$ cat config.mk
export PLATFORM = sky130hd
export DESIGN_NAME = load_store_unit
export DESIGN_NICKNAME = d
export VERILOG_FILES = /design/src/rtl/load_store_unit_pkg.sv /design/src/rtl/load_store_unit_load_align.sv /design/src/rtl/load_store_unit.sv
export SDC_FILE = /design/constraint.sdc
export NUM_CORES = 1
export LEC_CHECK = 0
export ABC_AREA = 1
export BUFFER_PORTS_ARGS = -buffer_cell sky130_fd_sc_hd__buf_4
export CAP_MARGIN = 20
export CORE_MARGIN = 10
export CORE_UTILIZATION = 35
export DETAILED_ROUTE_END_ITERATION = 10
export PLACE_DENSITY = 0.56
export SYNTH_ARGS = -nofsm -noshare
export SYNTH_HDL_FRONTEND = slang
export SYNTH_SLANG_ARGS = --single-unit
export TNS_END_PERCENT = 1
$ cat constraint.sdc
create_clock -name clk -period 4.7 [get_ports clk]
set_input_delay 0.705 -clock clk [delete_from_list [all_inputs] [get_ports clk]]
set_output_delay 0.705 -clock clk [all_outputs]
set_load 0.02 [all_outputs]
$ cat src/rtl/load_store_unit_pkg.sv
// Shared types for the load/store stage: opcodes, funct3 encodings, FSM states.
// Optional build macro honoured by users of this package: LSU_MISALIGN_TRAP_EN.
package load_store_unit_pkg;

  typedef logic [31:0] word_t;
  typedef logic [6:0]  opcode_t;

  localparam opcode_t OP_LOAD  = 7'b0000011;
  localparam opcode_t OP_STORE = 7'b0100011;

  typedef enum logic [2:0] {
    LB  = 3'b000,
    LH  = 3'b001,
    LW  = 3'b010,
    LBU = 3'b100,
    LHU = 3'b101
  } load_f3_t;

  typedef enum logic [2:0] {
    SB = 3'b000,
    SH = 3'b001,
    SW = 3'b010
  } store_f3_t;

  typedef enum logic [1:0] {
    IDLE = 2'd0,
    REQ  = 2'd1,
    WAIT = 2'd2
  } lsu_state_t;

  // Loads and stores share the size encoding in f3[1:0].
  function automatic logic is_misaligned(input logic [2:0] f3, input logic [1:0] off);
    return ((f3[1:0] == 2'b01) && off[0]) || ((f3[1:0] == 2'b10) && (off != 2'b00));
  endfunction

endpackage

$ cat src/rtl/load_store_unit_load_align.sv
// Load data formatter: picks the addressed byte/halfword and sign/zero-extends it.
// Purely combinational, zero latency; no flow control.
module load_align
  import load_store_unit_pkg::*;
(
  input  logic [2:0] f3,
  input  logic [1:0] byte_off,
  input  word_t      rdata,
  output word_t      data
);

  logic [7:0]  sel_byte;
  logic [15:0] sel_half;

  always_comb begin
    sel_byte = rdata[{byte_off, 3'b000} +: 8];
    sel_half = byte_off[1] ? rdata[31:16] : rdata[15:0];
    case (f3)
      LB:      data = {{24{sel_byte[7]}}, sel_byte};
      LBU:     data = {24'h0, sel_byte};
      LH:      data = {{16{sel_half[15]}}, sel_half};
      LHU:     data = {16'h0, sel_half};
      default: data = rdata;
    endcase
  end

endmodule

$ cat src/rtl/load_store_unit.sv
// Memory stage: single-outstanding req/gnt/rvalid bus, load extend, store strobes.
// Latency: ALU op 1 cycle, store >=2, load >=3; stall_m holds execute while busy.
// Optional LSU_MISALIGN_TRAP_EN: misaligned accesses retire at once with err_out.
module load_store_unit
  import load_store_unit_pkg::*;
#(
  parameter int XLEN = 32
) (
  input  logic            clk,
  input  logic            rst,
  input  logic            valid_in,
  input  logic [XLEN-1:0] pc_in,
  input  logic [XLEN-1:0] instr_in,
  input  logic [XLEN-1:0] addr_in,
  input  logic [XLEN-1:0] store_data_in,
  output logic            stall_m,
  output logic            valid_out,
  output logic [XLEN-1:0] pc_out,
  output logic [XLEN-1:0] instr_out,
  output logic [XLEN-1:0] data_out,
`ifdef LSU_MISALIGN_TRAP_EN
  output logic            err_out,
`endif
  output logic            mem_req,
  output logic            mem_we,
  output logic [XLEN-1:0] mem_addr,
  output logic [3:0]      mem_wstrb,
  output logic [XLEN-1:0] mem_wdata,
  input  logic            mem_gnt,
  input  logic            mem_rvalid,
  input  logic [XLEN-1:0] mem_rdata
);

  lsu_state_t state, state_nxt;
  word_t      pc_q, instr_q, addr_q, sdata_q;
  word_t      load_data;
  logic       accept, is_mem_in, misalign_in, go_mem, is_store_q;
  logic [2:0] f3_q;

  assign accept     = valid_in && (state == IDLE);
  assign is_mem_in  = (instr_in[6:0] == OP_LOAD) || (instr_in[6:0] == OP_STORE);
`ifdef LSU_MISALIGN_TRAP_EN
  assign misalign_in = is_mem_in && is_misaligned(instr_in[14:12], addr_in[1:0]);
`else
  assign misalign_in = 1'b0;
`endif
  assign go_mem     = is_mem_in && !misalign_in;
  assign f3_q       = instr_q[14:12];
  assign is_store_q = (instr_q[6:0] == OP_STORE);
  assign stall_m    = (state != IDLE);

  always_ff @(posedge clk or negedge rst) begin
    if (!rst) state <= IDLE;
    else      state <= state_nxt;
  end

  always_comb begin
    state_nxt = state;
    case (state)
      IDLE:    if (accept && go_mem) state_nxt = REQ;
      REQ:     if (mem_gnt) state_nxt = is_store_q ? IDLE : WAIT;
      WAIT:    if (mem_rvalid) state_nxt = IDLE;
      default: state_nxt = IDLE;
    endcase
  end

  // Bus side is a pure function of the latched instruction while in REQ.
  always_comb begin
    mem_req   = (state == REQ);
    mem_we    = mem_req && is_store_q;
    mem_addr  = {addr_q[XLEN-1:2], 2'b00};
    mem_wstrb = 4'b0000;
    mem_wdata = sdata_q;
    case (f3_q)
      SB: begin
        mem_wstrb = 4'b0001 << addr_q[1:0];
        mem_wdata = {4{sdata_q[7:0]}};
      end
      SH: begin
        mem_wstrb = 4'b0011 << {addr_q[1], 1'b0};
        mem_wdata = {2{sdata_q[15:0]}};
      end
      default: mem_wstrb = 4'b1111;
    endcase
    if (!mem_we) mem_wstrb = 4'b0000;
  end

  load_align u_load_align (
    .f3       (f3_q),
    .byte_off (addr_q[1:0]),
    .rdata    (mem_rdata),
    .data     (load_data)
  );

  always_ff @(posedge clk or negedge rst) begin
    if (!rst) begin
      pc_q      <= '0;
      instr_q   <= '0;
      addr_q    <= '0;
      sdata_q   <= '0;
      valid_out <= 1'b0;
      pc_out    <= '0;
      instr_out <= '0;
      data_out  <= '0;
`ifdef LSU_MISALIGN_TRAP_EN
      err_out   <= 1'b0;
`endif
    end else begin
      valid_out <= 1'b0;
`ifdef LSU_MISALIGN_TRAP_EN
      err_out   <= 1'b0;
`endif
      if (accept) begin
        pc_q    <= pc_in;
        instr_q <= instr_in;
        addr_q  <= addr_in;
        sdata_q <= store_data_in;
        if (!go_mem) begin
          valid_out <= 1'b1;
          pc_out    <= pc_in;
          instr_out <= instr_in;
          data_out  <= addr_in;
`ifdef LSU_MISALIGN_TRAP_EN
          err_out   <= misalign_in;
`endif
        end
      end
      if ((state == REQ) && mem_gnt && is_store_q) begin
        valid_out <= 1'b1;
        pc_out    <= pc_q;
        instr_out <= instr_q;
        data_out  <= addr_q;
      end
      if ((state == WAIT) && mem_rvalid) begin
        valid_out <= 1'b1;
        pc_out    <= pc_q;
        instr_out <= instr_q;
        data_out  <= load_data;
      end
    end
  end

endmodule

=== Yosys cells after proc, flatten, opt, wreduce, memory -nomap -nowiden ===
Index checks and enable logic that the tools add are counted.

* Logic and storage cells: 63
* Flip-flop bits (word level): 227

* Mux-type cells: 26
* Shift operators: 3
* Reduce and logical (&&, ||, !) cells: 13
* Eq/ne operators: 12

{| class="wikitable"
|+ Operators by type and width
! operator !! number
|-
| 32-bit two-way mux || 12
|-
| 32-bit one-hot mux with 4 select lines || 1
|-
| 32-bit one-hot mux with 2 select lines || 1
|-
| 32-bit by 6-bit variable part select with 8-bit output || 1
|-
| 16-bit two-way mux || 1
|-
| 7-bit by 6-bit equality test with 1-bit output (second input constant) || 2
|-
| 2-bit two-way mux || 4
|-
| 4-bit one-hot mux with 2 select lines || 1
|-
| 7-bit by 2-bit equality test with 1-bit output (second input constant) || 1
|-
| 3-bit equality test (second input constant) || 2
|-
| 1-bit logical AND || 6
|-
| 2-bit one-hot mux with 3 select lines || 1
|-
| 1-bit two-way mux || 4
|-
| 4-bit two-way mux || 1
|-
| 2-bit by 1-bit inequality test with 1-bit output (second input constant) || 2
|-
| 1-bit by 2-bit left shift with 4-bit output (first input constant) || 1
|-
| 2-bit by 2-bit left shift with 4-bit output (first input constant) || 1
|-
| 3-bit by 1-bit equality test with 1-bit output (second input constant) || 1
|-
| 3-bit zero test || 1
|-
| 3-bit by 1-bit inequality test with 1-bit output (second input constant) || 1
|-
| 3-bit AND reduction || 1
|-
| 3-bit nonzero test || 1
|-
| 2-bit by 1-bit equality test with 1-bit output (second input constant) || 1
|-
| 2-bit equality test (second input constant) || 1
|-
| other kinds (5) || 5
|}

=== Longest topological paths before layout ===
* Word-level depth: 6
* Gate-level depth with buffers: 12

=== Modules after synthesis ===
From an unflattened synthesis, not the netlist that was laid out.

* Cells, all modules: 1688
* Area, all modules: 12061.6 µm²

{| class="wikitable"
|+ By module, submodules not included
! module !! instances !! cells each !! area an instance (µm²)
|-
| load_store_unit || 1 || 1529 || 11249.5
|-
| load_align || 1 || 159 || 812.0
|}

=== Worst setup path before layout ===
OpenSTA, ideal clock, no wires.

* Path kind: register to output
* Start: reg instr_q[13]
* End: out mem_wdata[17]
* Slack: 2.410 ns
* Stages on the path, launching flop included: 9
* Data arrival time: 1.585 ns
* Cell sequence: dfrtp_1 > buf_4 > nor2_2 > inv_1 > nor2_4 > inv_2 > nand2_2 > buf_4 > mux2_1

* Word-level cells in the longest chain between the ends: 2

{| class="wikitable"
|+ RTL lines
! item !! line !! text
|-
| start: declaration || load_store_unit.sv:35 || <nowiki>word_t pc_q, instr_q, addr_q, sdata_q;</nowiki>
|-
| start signal: assignment || load_store_unit.sv:115 || <nowiki>instr_q <= instr_in;</nowiki>
|-
| 3-bit by 1-bit equality test with 1-bit output or 3-bit zero test (tied branches) || load_store_unit.sv:74 || <nowiki>case (f3_q)</nowiki>
|-
| 32-bit one-hot mux with 2 select lines * || load_store_unit.sv:74 ||
|-
| end: declaration || load_store_unit.sv:28 || <nowiki>output logic [XLEN-1:0] mem_wdata,</nowiki>
|}

Mark *: on every way between the ends. The rest lies on a longest branch, timed or not.

=== Worst setup path in the final report ===
* Start: reg instr_q[13]
* End: out mem_wdata[22]

The elaborated chain is that of the path after synthesis.

==> metrics.txt <==
Wirelength per Cell between 15 and 20 µm; Worst-path clk slew about 0.060 ns; wirelength, routed 39300 µm; grt peak-use layer met2; Worst Path Class, Setup reg2out; # nets final 1883; Place WS 1.48 ns; slew at the pin with the worst max-slew slack ~1.0 ns; slowest stage delay, CP 0.70 ns; Final setup viols 0; pin count of the biggest net entering global routing between 100 and 150; CTS root buffer clkbuf_16; Worst-Skew Late Latency ~0.54 ns; CP max-delay cell dfrtp_1; Hold WC Path Type in2async; Worst setup EP type output pin; status complete, no violations; Yosys warning count 0; Tot GR Track Use 19.5%; IO Pins 333; Max-slew headroom 31.1%; #FFs+latches synth 227; synthesis-to-finish area growth 31.0%; setup TNS 0 ns; fin worst setup slack 0.960 ns; Fillers 3155; IO Port Bufs 330; CTS tree done; Avg Inst Size Synth around 7.5 µm²; r2r setup slk 1.82 ns; met1 usage 25.8%; vias between 10000 and 15000; WP data arrival 3.03 ns; initial core utilization between 30% and 40%; DRC 0; minimum clock period between 3 and 4 ns; full die area 39100 µm²; Site Rows 65; met2 Use GR 30.9%; Pre-antenna DRT Iters 6; total leakage power 0.00773 µW; fin util a little under half; gp weighted congestion 0.842; vias in the first global route 10221; Synth Cell Area approximately 11000 µm²; Reg2Reg Depth 9; commonest cells after routing, fill and taps aside nand2_1 (708), buf_4 (341), dfrtp_1 (227); Max rail drop VDD 0.000220 V; DR vias/cell 4.87; hold slack 0.156 ns; met3 Track Usage GR 5.98%; post-synthesis cell type count 27; PD cells 405 nW/µm²; final clock skew roughly 0.011 ns; Die X 198 µm; startpoint types flip-flop; Final Cycle Share roughly 80%; RSZ-0062 raised after global routing false; number of CTS-inserted buffers 27; Post-Syn Instances 1466; hold buffers post-CTS 0; worst reg2reg path startpoint state[1]; # Max-Cap Violations 0; FMAX 0.267 GHz; Die Span Y 198 µm; GR Overflow Total 0; cts repair resizes 0; CP Max Fanout 21; final hold vios 0; CTS Buffer Depth 3; sequential area share after synthesis 51.4%; htree depth 1; post-DP HPWL 27900 µm; postcts setup bufs 0; capture point of the worst reg-to-reg path instr_out[17]; initial drt markers between 700 and 800; antenna violations before repair 2; first-pass GRT wire length 60800 µm; DRT antenna net count 0; Core Area 31400 µm²; most used cell, CP buf_4; # clock sinks 227; most common cell after layout, fill and taps aside nand2_1; WP data required 3.99 ns; crit path cell chain buf_4, nor3_4, inv_1, nand2_2, mux2_1, buf_4; max-slew violations 0; share of cells above drive strength 1 24.1%
stage by stage:
stage	instances	instance area, µm²	total power (µW)
2_1_floorplan	1467	11100	3030
3_3_place_gp	2090	13500	3600
3_5_place_dp	2090	13500	3610
4_1_cts	2140	14500	5950
5_1_grt	2141	14500	6170
6_report	2142	14500	5870
worst max-delay path: cells and delay by family (launching register included):
family	cells	cell delay (ns)
buffers and inverters	3	0.90
flip-flops	1	0.70
AND/OR/NAND/NOR	2	0.46
multiplexers	1	0.42
flip-flops by register name, summed over array words and instances, names as in the netlist:
| name | count |
|---|---|
| addr_q | 32 |
| data_out | 32 |
| instr_out | 32 |
| instr_q | 32 |
| pc_out | 32 |
| pc_q | 32 |
| sdata_q | 32 |
| state | 2 |
| valid_out | 1 |
metal layers:
metal	share of wire (%)	wire [µm]
met3	9.3	3660
met4	1.3	516
met5	0.046	18
met1	43	16700
met2	47	18400
area by class of cell:
class                      count  area (µm²)  area share, %
inverter                      62         235           1.62
clock buffer                  30         717           4.95
multi-input combinational   1056        4460           30.8
tap                          402         503           3.47
sequential                   227        5680           39.2
clock inverter                20         273           1.88
timing repair buffer         344        2620           18.1
antenna                        1        2.50         0.0173
Yosys cell counts:
master | count | share of area (%)
o31ai_1 | 1 | 0.068
nand2_1 | 709 | 24
a21oi_1 | 37 | 1.7
mux2_2 | 1 | 0.10
o22ai_1 | 2 | 0.11
nand3_1 | 170 | 7.7
mux2_1 | 6 | 0.61
clkbuf_1 | 38 | 1.3
buf_4 | 42 | 2.9
nor2_4 | 2 | 0.20
inv_2 | 6 | 0.20
nand4_1 | 2 | 0.11
conb_1 | 1 | 0.034
nor3_4 | 1 | 0.15
inv_1 | 55 | 1.9
o21ai_0 | 69 | 3.1
nor2_2 | 3 | 0.17
or2_2 | 4 | 0.23
clkinv_1 | 1 | 0.034
buf_1 | 4 | 0.14
buf_6 | 6 | 0.61
nand2_2 | 1 | 0.057
nor2_1 | 41 | 1.4
dfrtp_1 | 227 | 51
nand3_2 | 4 | 0.36
o211ai_1 | 1 | 0.068
buf_2 | 32 | 1.4
kinds of logic (layout without fill, tap and decap cells):
logic type,Yosys count,count (layout),synth area share [%]
other,1,3,0.0339
AO/OA/AOI/OAI,110,110,5.04
buffers and inverters,184,456,8.44
multiplexers,7,7,0.713
flip-flops,227,227,51.4
AND/OR/NAND/NOR,937,937,34.4
worst max-delay path by stage:
stage / to / cells after the start / startpoint / slack (ns)
finish: mem_wdata[22] / 6 / instr_q[13] / 0.96
global route: mem_wdata[22] / 6 / instr_q[13] / 0.71
CTS: mem_wdata[22] / 6 / instr_q[13] / 0.97
detailed placement: instr_out[27] / 9 / mem_gnt / 1.48
global placement: instr_out[27] / 9 / mem_gnt / 1.55
floorplan: mem_wdata[17] / 8 / instr_q[13] / 2.41
power breakdown:
group | total, µW | switching (µW) | leakage, µW | internal (µW)
Clock | 2310 | 876 | 0.000484 | 1430
Sequential | 2340 | 168 | 0.00276 | 2170
Combinational | 1220 | 743 | 0.00449 | 478
Note: power is estimated with default switching activity, not from simulation.
